`src/rtl/ysyx_23060184_ifu.sv`:
```
// Instruction fetch: accepts one PC, reads the word over AXI4-Lite and holds it for decode.
// Latency from accept to Ivalid is 3 cycles plus bus waits (1 if misaligned); Ivalid/Inst/InstPC/Ierr hold until Dready.
module ysyx_23060184_ifu #(
    parameter int         DATA_WIDTH = 32,
    parameter int         ADDR_WIDTH = 32,
    parameter logic [1:0] RESP_OKAY  = 2'b00
) (
    input  logic                  clk,
    input  logic                  rstn,
    input  logic                  Pvalid,
    output logic                  Iready,
    input  logic [DATA_WIDTH-1:0] PC,
    output logic [ADDR_WIDTH-1:0] araddr,
    output logic                  arvalid,
    input  logic                  arready,
    input  logic [DATA_WIDTH-1:0] rdata,
    input  logic [1:0]            rresp,
    input  logic                  rvalid,
    output logic                  rready,
    output logic                  Ivalid,
    input  logic                  Dready,
    output logic [DATA_WIDTH-1:0] Inst,
    output logic [DATA_WIDTH-1:0] InstPC,
    output logic                  Ierr
);

    typedef enum logic [1:0] {
        IDLE = 2'd0,
        AR   = 2'd1,
        R    = 2'd2,
        HOLD = 2'd3
    } state_e;

    state_e                state_q, state_d;
    logic [DATA_WIDTH-1:0] pc_q, pc_d;
    logic [DATA_WIDTH-1:0] inst_q, inst_d;
    logic                  ierr_q, ierr_d;

    always_ff @(posedge clk or negedge rstn) begin
        if (!rstn) begin
            state_q <= IDLE;
            pc_q    <= '0;
            inst_q  <= '0;
            ierr_q  <= 1'b0;
        end else begin
            state_q <= state_d;
            pc_q    <= pc_d;
            inst_q  <= inst_d;
            ierr_q  <= ierr_d;
        end
    end

    always_comb begin
        state_d = state_q;
        pc_d    = pc_q;
        inst_d  = inst_q;
        ierr_d  = ierr_q;
        case (state_q)
            IDLE: begin
                if (Pvalid) begin
                    pc_d = PC;
                    if (PC[1:0] == 2'b00) begin
                        state_d = AR;
                    end else begin
                        // Misaligned PC faults locally without touching the bus
                        inst_d  = '0;
                        ierr_d  = 1'b1;
                        state_d = HOLD;
                    end
                end
            end
            AR: begin
                if (arready) state_d = R;
            end
            R: begin
                if (rvalid) begin
                    inst_d  = rdata;
                    ierr_d  = (rresp != RESP_OKAY);
                    state_d = HOLD;
                end
            end
            HOLD: begin
                if (Dready) state_d = IDLE;
            end
            default: state_d = IDLE;
        endcase
    end

    // Handshake outputs decode state only, so no input reaches an output combinationally
    assign Iready  = (state_q == IDLE);
    assign arvalid = (state_q == AR);
    assign rready  = (state_q == R);
    assign Ivalid  = (state_q == HOLD);
    assign araddr  = ADDR_WIDTH'(pc_q);
    assign InstPC  = pc_q;
    assign Inst    = inst_q;
    assign Ierr    = ierr_q;

endmodule

```
`config.mk`:
```
export PLATFORM = sky130hd
export DESIGN_NAME = ysyx_23060184_ifu
export DESIGN_NICKNAME = d
export VERILOG_FILES = /design/src/rtl/ysyx_23060184_ifu.sv
export SDC_FILE = /design/constraint.sdc
export NUM_CORES = 1
export LEC_CHECK = 0
export CORE_ASPECT_RATIO = 0.9
export CORE_UTILIZATION = 40
export DETAILED_ROUTE_END_ITERATION = 6
export GPL_TIMING_DRIVEN = 0
export MAX_ROUTING_LAYER = met4
export PLACE_DENSITY_LB_ADDON = 0.2
export SYNTH_ARGS = -nofsm -noshare
export SYNTH_HDL_FRONTEND = slang
export SYNTH_SLANG_ARGS = --single-unit
export TNS_END_PERCENT = 1
```
`constraint.sdc`:
```
create_clock -name clk -period 3.3 [get_ports clk]
set_input_delay 0.66 -clock clk [delete_from_list [all_inputs] [get_ports clk]]
set_output_delay 0.66 -clock clk [all_outputs]
set_load 0.01 [all_outputs]
```
* After elaboration in Yosys (flattened, before gate mapping) *
Index checks and enable logic that the tools add are counted.

word-level totals
  flip-flop bits (word level) = 67
  output and inout port bits = 101
  word-level logic and storage cells = 33

operators by class
  eq/ne operators = 8
  mux-type cells = 14
  reductions and logical operators = 7

operators by type and width
  operator                                                                  count
  32-bit two-way mux                                                        3
  32-bit one-hot mux with 2 select lines                                    1
  2-bit two-way mux                                                         5
  2-bit one-hot mux with 4 select lines                                     1
  4-bit AND reduction                                                       2
  2-bit inequality test (second input constant)                             3
  2-bit equality test (second input constant)                               2
  2-bit logical NOT                                                         2
  2-bit by 1-bit inequality test with 1-bit output (second input constant)  2
  2-bit nonzero test                                                        2
  1-bit two-way mux                                                         3
  2-bit by 1-bit equality test with 1-bit output (second input constant)    1
  1-bit one-hot mux with 2 select lines                                     1
  2-bit AND reduction                                                       1

* Logic depth before layout (Yosys ltp) *
Gate-level depths: netlist (run 1).

  word-level depth = 4
  depth in mapped cells = 8
  gate-level depth less buffers = 6

* Worst setup path after synthesis (run 1) *
Ideal clock, no wire load.

  path type = register -> register
  start = reg state_q[0]
  end = reg inst_q[10] (netlist: Inst[10])
  library setup time = 121 ps
  data arrival time = 1609 ps
  slack = 1570 ps
  cell stages (with the launch flop) = 9
  buffers on the path = 2
  cells stage by stage = dfrtp_1 -> inv_1 -> ha_1 -> and2b_4 -> nor2_4 -> and3_1 -> buf_6 -> buf_6 -> a22o_1

between the ends
  cells in the longest elaborated chain, start to end = 3

ends and longest elaborated chain
  what                                                                          line  RTL
  from (decl)                                                                   34    state_e state_q, state_d;
  from (signal assigned)                                                        46    state_q <= state_d;
  2-bit equality test (*)                                                       --
  named net rready                                                              19    output logic rready,
  2-bit inequality test (no line) / 2-bit nonzero test (equally long branches)  --
  4-bit AND reduction (no line)                                                 --
  to (signal assigned)                                                          48    inst_q <= inst_d;
  to (decl)                                                                     36    logic [DATA_WIDTH-1:0] inst_q, inst_d;

Mark *: on every way through the listed nets, which the timed path passes. The rest lies on a longest branch.
A chain may end at the register's enable or synchronous reset.

* Worst setup path after layout (run 1) *
  start = reg state_q[0]
  end = out rready

between the ends
  cells in the longest elaborated chain, start to end = 1

ends and longest elaborated chain
  what                 line  RTL
  2-bit equality test  92    assign rready = (state_q == R);
  to (decl)            19

Every way passes these cells.

==> results of run 1 <==
[flip-flops by register name (all words and copies together) (netlist names)]
register	flops
Inst	32
state_q	2
Ierr	1
InstPC	32
[synthesized netlist by cell type]
| cell | count |
|---|---|
| a31oi_1 | 1 |
| buf_6 | 4 |
| o41ai_1 | 1 |
| o221a_2 | 1 |
| nor4_1 | 1 |
| ha_1 | 5 |
| nand2_1 | 4 |
| inv_1 | 5 |
| o211ai_2 | 1 |
| buf_4 | 32 |
| buf_2 | 6 |
| mux2_2 | 33 |
| and3_1 | 1 |
| dfrtp_1 | 67 |
| a21oi_1 | 1 |
| nor2_4 | 1 |
| o2bb2ai_1 | 1 |
| mux2i_1 | 1 |
| nor2_1 | 3 |
| and2b_4 | 2 |
| a22o_1 | 32 |
[per-stage QoR]
step	power (W)	TNS, ns	instance area [sq um]	instances
floorplan	0.002882	0	2858	203
global placement	0.004303	-42.99	4692	465
detailed placement	0.004384	0	4690	465
CTS	0.005171	0	4915	481
global route	0.005410	0	4915	481
finish	0.005112	0	4915	481
[power breakdown]
part | internal, W | switching (W) | total [W]
registers | 0.00121 | 0.000258 | 0.00147
logic | 0.00182 | 0.00105 | 0.00288
clock network | 0.000447 | 0.000317 | 0.000765
total | 0.00348 | 0.00163 | 0.00511
[worst paths after layout]
check | from | end | slack, ns | depth (start not counted)
min in group clk | Inst[29]$_DFFE_PN0P_ | Inst[29]$_DFFE_PN0P_ | 0.51 | 1
hold / removal | rstn | InstPC[3]$_DFFE_PN0P_ | 0.42 | 1
max in group asynchronous | rstn | Inst[31]$_DFFE_PN0P_ | 2.33 | 1
setup reg to reg | state_q[0]$_DFFE_PN0P_ | Inst[30]$_DFFE_PN0P_ | 1.41 | 7
hold reg to reg | Inst[29]$_DFFE_PN0P_ | Inst[29]$_DFFE_PN0P_ | 0.51 | 1
setup / recovery | state_q[0]$_DFFE_PN0P_ | rready | 0.85 | 3
[cell families after synthesis]
kind of cell    share of synthesized area [%]
flops                                   58.67
buf+inv                                 11.69
simple gates                            2.452
mux                                     13.35
compound gates                          11.65
fa+ha+maj                               2.189
[metal layers]
metal  GRT usage, %  share of wire (%)
met3          5.220                5.6
met4          7.143                1.0
met2          33.03                 50
met1          25.00                 43
met5              -                  0
[cell type report]
class                   instances  area (sq um)  share of cell area [%]
well taps                      90         112.6                   2.291
flip-flops and latches         67          1677                   34.11
multi-input cells              89         847.1                   17.24
plain buffers                  42         315.3                   6.415
clock inverters                 6         87.58                   1.782
repair buffers                172          1719                   34.98
clock buffers                  10         137.6                   2.800
inverters                       5         18.77                  0.3819
[cell usage in the layout, fill, tap and decap left out, drive strengths merged]
cell type      netlist  final
ha                   5      5
and2b                2      2
bufinv               0      2
nor2                 4      4
o2bb2ai              1      1
inv                  5      6
o211ai               1      1
nand2                4      4
a21oi                1      1
a31oi                1      1
buf                 42     43
clkbuf               0     10
clkdlybuf4s50        0    171
nor4                 1      1
o221a                1      1
dfrtp               67     67
and3                 1      1
a22o                32     32
mux2                33     33
clkinv               0      3
o41ai                1      1
mux2i                1      1
==> metrics, run 1 <==
crit path launch type=register; Peak supply drop=546.6 uV; post-route ant nets=0; total track usage=20.30%; flops & latches, synth=67; diodes inserted=0; CP Data Required Time=2.64 ns; WS Path Type=register to output port; CP top delay family=buffers and inverters; Syn Inst Count=203; Clock Latency Late Sink=0.34 ns; # resized after CTS=0; htree depth=3; Least-Margin Pin Slew=0.8366 ns; Horiz. Die Dim=91.10 um; crit path buf inv count=2; critical-path cell list=inv_1 > ha_1 > clkdlybuf4s50_1; initial antenna violation count=0; RSZ-0062 raised after global routing=no; Syn Nets=280; first-pass GRT wire length=11,250 um; pin count of the biggest net entering global routing=68; Routed Wire Length=7201 um; vias in the first global route=2,213; CP max stage cell=clkdlybuf4s50_1; first-iteration detailed-routing DRC count=82; area delta synth->final=71.98%; Crit path largest cell delay=0.59 ns; final net count=463; final setup fails=0; Port Buffers=172; Die Y=82.19 um; Fillers=498; area share of the largest cell type after synthesis=58.67%; CTS root buffer=clkbuf_8; die area=0.007487 sq mm; Core ar.=0.006726 sq mm; status=finished clean; Worst Hold Class=primary input to async pin; CTS tree=yes; Core Util, Final=73.07%; total I/O pin count=173; pre-CTS setup slack=1.010 ns; fin crit period=2.448 ns; Vias=2,240; Worst-path clk slew=0.07 ns; total of max-cap violations=0; GPL Wtd Cong=0.7164; vias per cell=4.657; share of layout cells above drive strength 1=24.81%; synthesized area per cell=14.08 sq um; clock sink count=67; Seq/Total Area, Yosys=58.67%; worst setup margin=0.8522 ns; Final HPWL DP=5396 um; fin crit share=74.18%; f_max=408.5 MHz; cell area after synthesis=0.002858 sq mm; final clock skew=0.007591 ns; crit-path max FO=7; Fin. Hold Viols=0; maximum root-to-sink buffer count=2; crit path capture type=output port; Worst EP arrival=1.79 ns; starting density of the core=42.49%; Lkg Pwr=2.166 nW; Syn. warnings=0; power density over the cells=1040 mW/mm^2; Max Transition Viols Final=0; top cells by area, synth=dfrtp_1 59%, mux2_2 13%, a22o_1 9.8%, buf_4 8.4%, ha_1 2.2%; Setup Buffers After CTS=0; CTS Buf Count=9; WL/cell=14.97 um; gr ovfl total=0; Slew Limit Headroom=44.22%; Row Count=28; drt drc=0; Hold WS=0.4180 ns; Yosys cell types=21; cell taking the most area after synthesis=dfrtp_1; CTS Hold Bufs=0; 1st-pass router iterations=4
Power figures use the tool's default switching activity.
==> inputs of run 2 (changes only) <==
--- a/config.mk
+++ b/config.mk
@@ -6,7 +6,7 @@
 export NUM_CORES = 1
 export LEC_CHECK = 0
 export CORE_ASPECT_RATIO = 0.9
-export CORE_UTILIZATION = 40
+export CORE_UTILIZATION = 34
 export DETAILED_ROUTE_END_ITERATION = 6
 export GPL_TIMING_DRIVEN = 0
 export MAX_ROUTING_LAYER = met4
==> constraint.sdc (replaced) <==
create_clock -name clk -period 2.1 [get_ports clk]
set_input_delay 0.42 -clock clk [delete_from_list [all_inputs] [get_ports clk]]
set_output_delay 0.42 -clock clk [all_outputs]
set_load 0.01 [all_outputs]
==> run 2 against run 1 <==
Non-clock buffer count rose by 1. Total power increased by 60%. Design area rose by 1.3%. Sequential share of layout area decreased by 0.43 points. Die area is 17% higher. Count of clock-buffer cells in the layout did not move. Combinational power up 58%. Critical endpoint is now Ivalid. Highest routed layer unchanged.
==> metrics, run 2 (same netlist as run 1, synthesis figures left out) <==
RSZ-0062 raised after global routing=no (unchanged); first-iteration detailed-routing DRC count=45 (was 82); Worst Hold Class=primary input to async pin (unchanged); initial antenna violation count=0 (unchanged); CP max stage cell=clkdlybuf4s50_1 (unchanged); Lkg Pwr=2.202 nW (was 2.166 nW); area delta synth->final=74.17% (was 71.98%); Multi-input gate area=862.1 sq um (was 847.1 sq um); Crit path largest cell delay=0.48 ns (was 0.59 ns); final setup fails=0 (unchanged); CTS root buffer=clkbuf_8 (unchanged); crit path launch type=register (unchanged); worst setup margin=0.1401 ns (was 0.8522 ns); Routed Wire Length=7086 um (was 7201 um); vias per cell=4.593 (was 4.657); Final HPWL DP=5321 um (was 5396 um); CTS Buf Count=9 (unchanged); CTS tree=yes (unchanged); pre-CTS setup slack=0.03310 ns (was 1.010 ns); Row Count=31 (was 28); diodes inserted=0 (unchanged); CP Data Required Time=1.68 ns (was 2.64 ns); Slew Limit Headroom=43.37% (was 44.22%); Worst-path clk slew=0.08 ns (was 0.07 ns); Vias=2,255 (was 2,240); Peak supply drop=792.9 uV (was 546.6 uV); WS Path Type=register to output port (unchanged); Fillers=680 (was 498); total I/O pin count=173 (unchanged); CP top delay family=buffers and inverters (unchanged); critical path startpoint=state_q[1]$_DFFE_PN0P_ (was state_q[0]$_DFFE_PN0P_); setup TNS=0 ns (unchanged); fin crit period=1.960 ns; power density over the cells=1638 mW/mm^2 (was 1040 mW/mm^2); pin count of the biggest net entering global routing=68 (unchanged); total track usage=17.11% (was 20.30%); 1st-pass router iterations=4 (unchanged); htree depth=3 (unchanged); gr ovfl total=0 (unchanged); final net count=464 (was 463); crit-path max FO=3 (was 7); WL/cell=14.43 um (was 14.97 um); drt drc=0 (unchanged); Die Y=88.98 um (was 82.19 um); first-pass GRT wire length=11,040 um (was 11,250 um); final clock skew=0.008468 ns (was 0.007591 ns); total of max-cap violations=0 (unchanged); Max Transition Viols Final=0 (unchanged); post-route ant nets=0 (unchanged); GPL Wtd Cong=0.6957 (was 0.7164); f_max=510.2 MHz; Fin. Hold Viols=0 (unchanged); share of layout cells above drive strength 1=25.77% (was 24.81%); Worst EP arrival=1.54 ns (was 1.79 ns); Port Buffers=172 (unchanged); starting density of the core=35.25% (was 42.49%); die area=0.008776 sq mm (was 0.007487 sq mm); maximum root-to-sink buffer count=2 (unchanged); crit path buf inv count=2 (unchanged); Core ar.=0.008107 sq mm (was 0.006726 sq mm); FF-to-FF Start=state_q[0]$_DFFE_PN0P_ (unchanged); Clock Latency Late Sink=0.34 ns (about the same); clock sink count=67 (unchanged); Horiz. Die Dim=98.64 um (was 91.10 um); crit path capture type=output port (unchanged); status=finished clean (unchanged); fin crit share=93.33%; Core Util, Final=61.40% (was 73.07%); critical-path cell list=buf_4 > ha_1 > clkdlybuf4s50_1 (was inv_1 > ha_1 > clkdlybuf4s50_1); register area=0.001677 sq mm (unchanged); highest-count cells in the layout ignoring fill and taps=169 x clkdlybuf4s50_1, 67 x dfrtp_1, 34 x buf_4 (was 171 x clkdlybuf4s50_1, 67 x dfrtp_1, 33 x mux2_2, 33 x buf_4, 32 x a22o_1); vias in the first global route=2,240 (was 2,213); Least-Margin Pin Slew=0.8494 ns (was 0.8366 ns); commonest non-fill, non-tap cell in the layout=clkdlybuf4s50_1 (unchanged)
run 2: cell types whose count changed in the layout (fill, tap and decap cells not counted):
cell	before	now
buf_4	33	34
bufinv_16	2	3
clkdlybuf4s50_1	171	169
clkinv_2	2	1
clkinv_4	1	0
clkinvlp_4	0	1
dlymetal6s2s_1	0	2
ha_1	5	3
ha_2	0	1
ha_4	0	1
inv_1	5	4
inv_2	0	1
run 2: timing repair:
item / in CTS / in global routing
resized for setup: 4 / 2
setup endpoints to repair: 2 / 2
pin swaps: 0 / 0
hold buffers: 0 / 0
setup buffers: 1 / 0
run 2: through the flow:
stage                     area, sq um  cells  hold WS, ns  power, W
after detailed placement         4701    474       0.4899  0.006876
after global placement           4703    474       0.4872  0.006785
final                            4977    491       0.1809  0.008155
after floorplan                  2858    203       0.1244  0.004528
after CTS                        4972    491       0.2077  0.008281
after global routing             4977    491       0.2597  0.008663
run 2: layout make-up:
| type | count | share of cell area (%) |
|---|---|---|
| Clock inverter | 6 | 2.237 |
| Multi-Input combinational cell | 89 | 17.32 |
| Buffer | 42 | 6.335 |
| Tap cell | 99 | 2.489 |
| Timing Repair Buffer | 173 | 34.79 |
| Sequential cell | 67 | 33.69 |
| Clock buffer | 10 | 2.765 |
| Inverter | 5 | 0.3771 |
run 2: worst paths after layout:
check	end	slack (ns)	cells after the start
max in group asynchronous	state_q[0]$_DFFE_PN0P_	1.36	1
min	InstPC[17]$_DFFE_PN0P_	0.18	1
max reg2reg	Inst[21]$_DFFE_PN0P_	0.29	7
max	Ivalid	0.14	3
min reg2reg	Inst[0]$_DFFE_PN0P_	0.51	1
min in group clk	Inst[0]$_DFFE_PN0P_	0.51	1
run 2: per-layer routing:
metal / vias up / share of wire [%] / GRT usage, %
li1: 1053 / - / -
met1: 1086 / 44 / 20.95
met2: 106 / 49 / 27.85
met3: 10 / 6.4 / 4.613
met4: 0 / 1.2 / 5.699
met5: - / 0 / -
run 2: worst reg2reg max path, cell delays in order (launching register included):
cell	delay, ns
dfrtp_1	0.40
inv_2	0.09
ha_2	0.21
and2b_4	0.18
nor2_4	0.16
o211ai_2	0.17
buf_2	0.23
a22o_1	0.25
run 2: where the power goes:
part	switching, W	total (W)	internal [W]
clock network	0.000496	0.00132	0.000823
registers	0.000390	0.00230	0.00191
logic	0.00165	0.00454	0.00288
total	0.00254	0.00815	0.00562
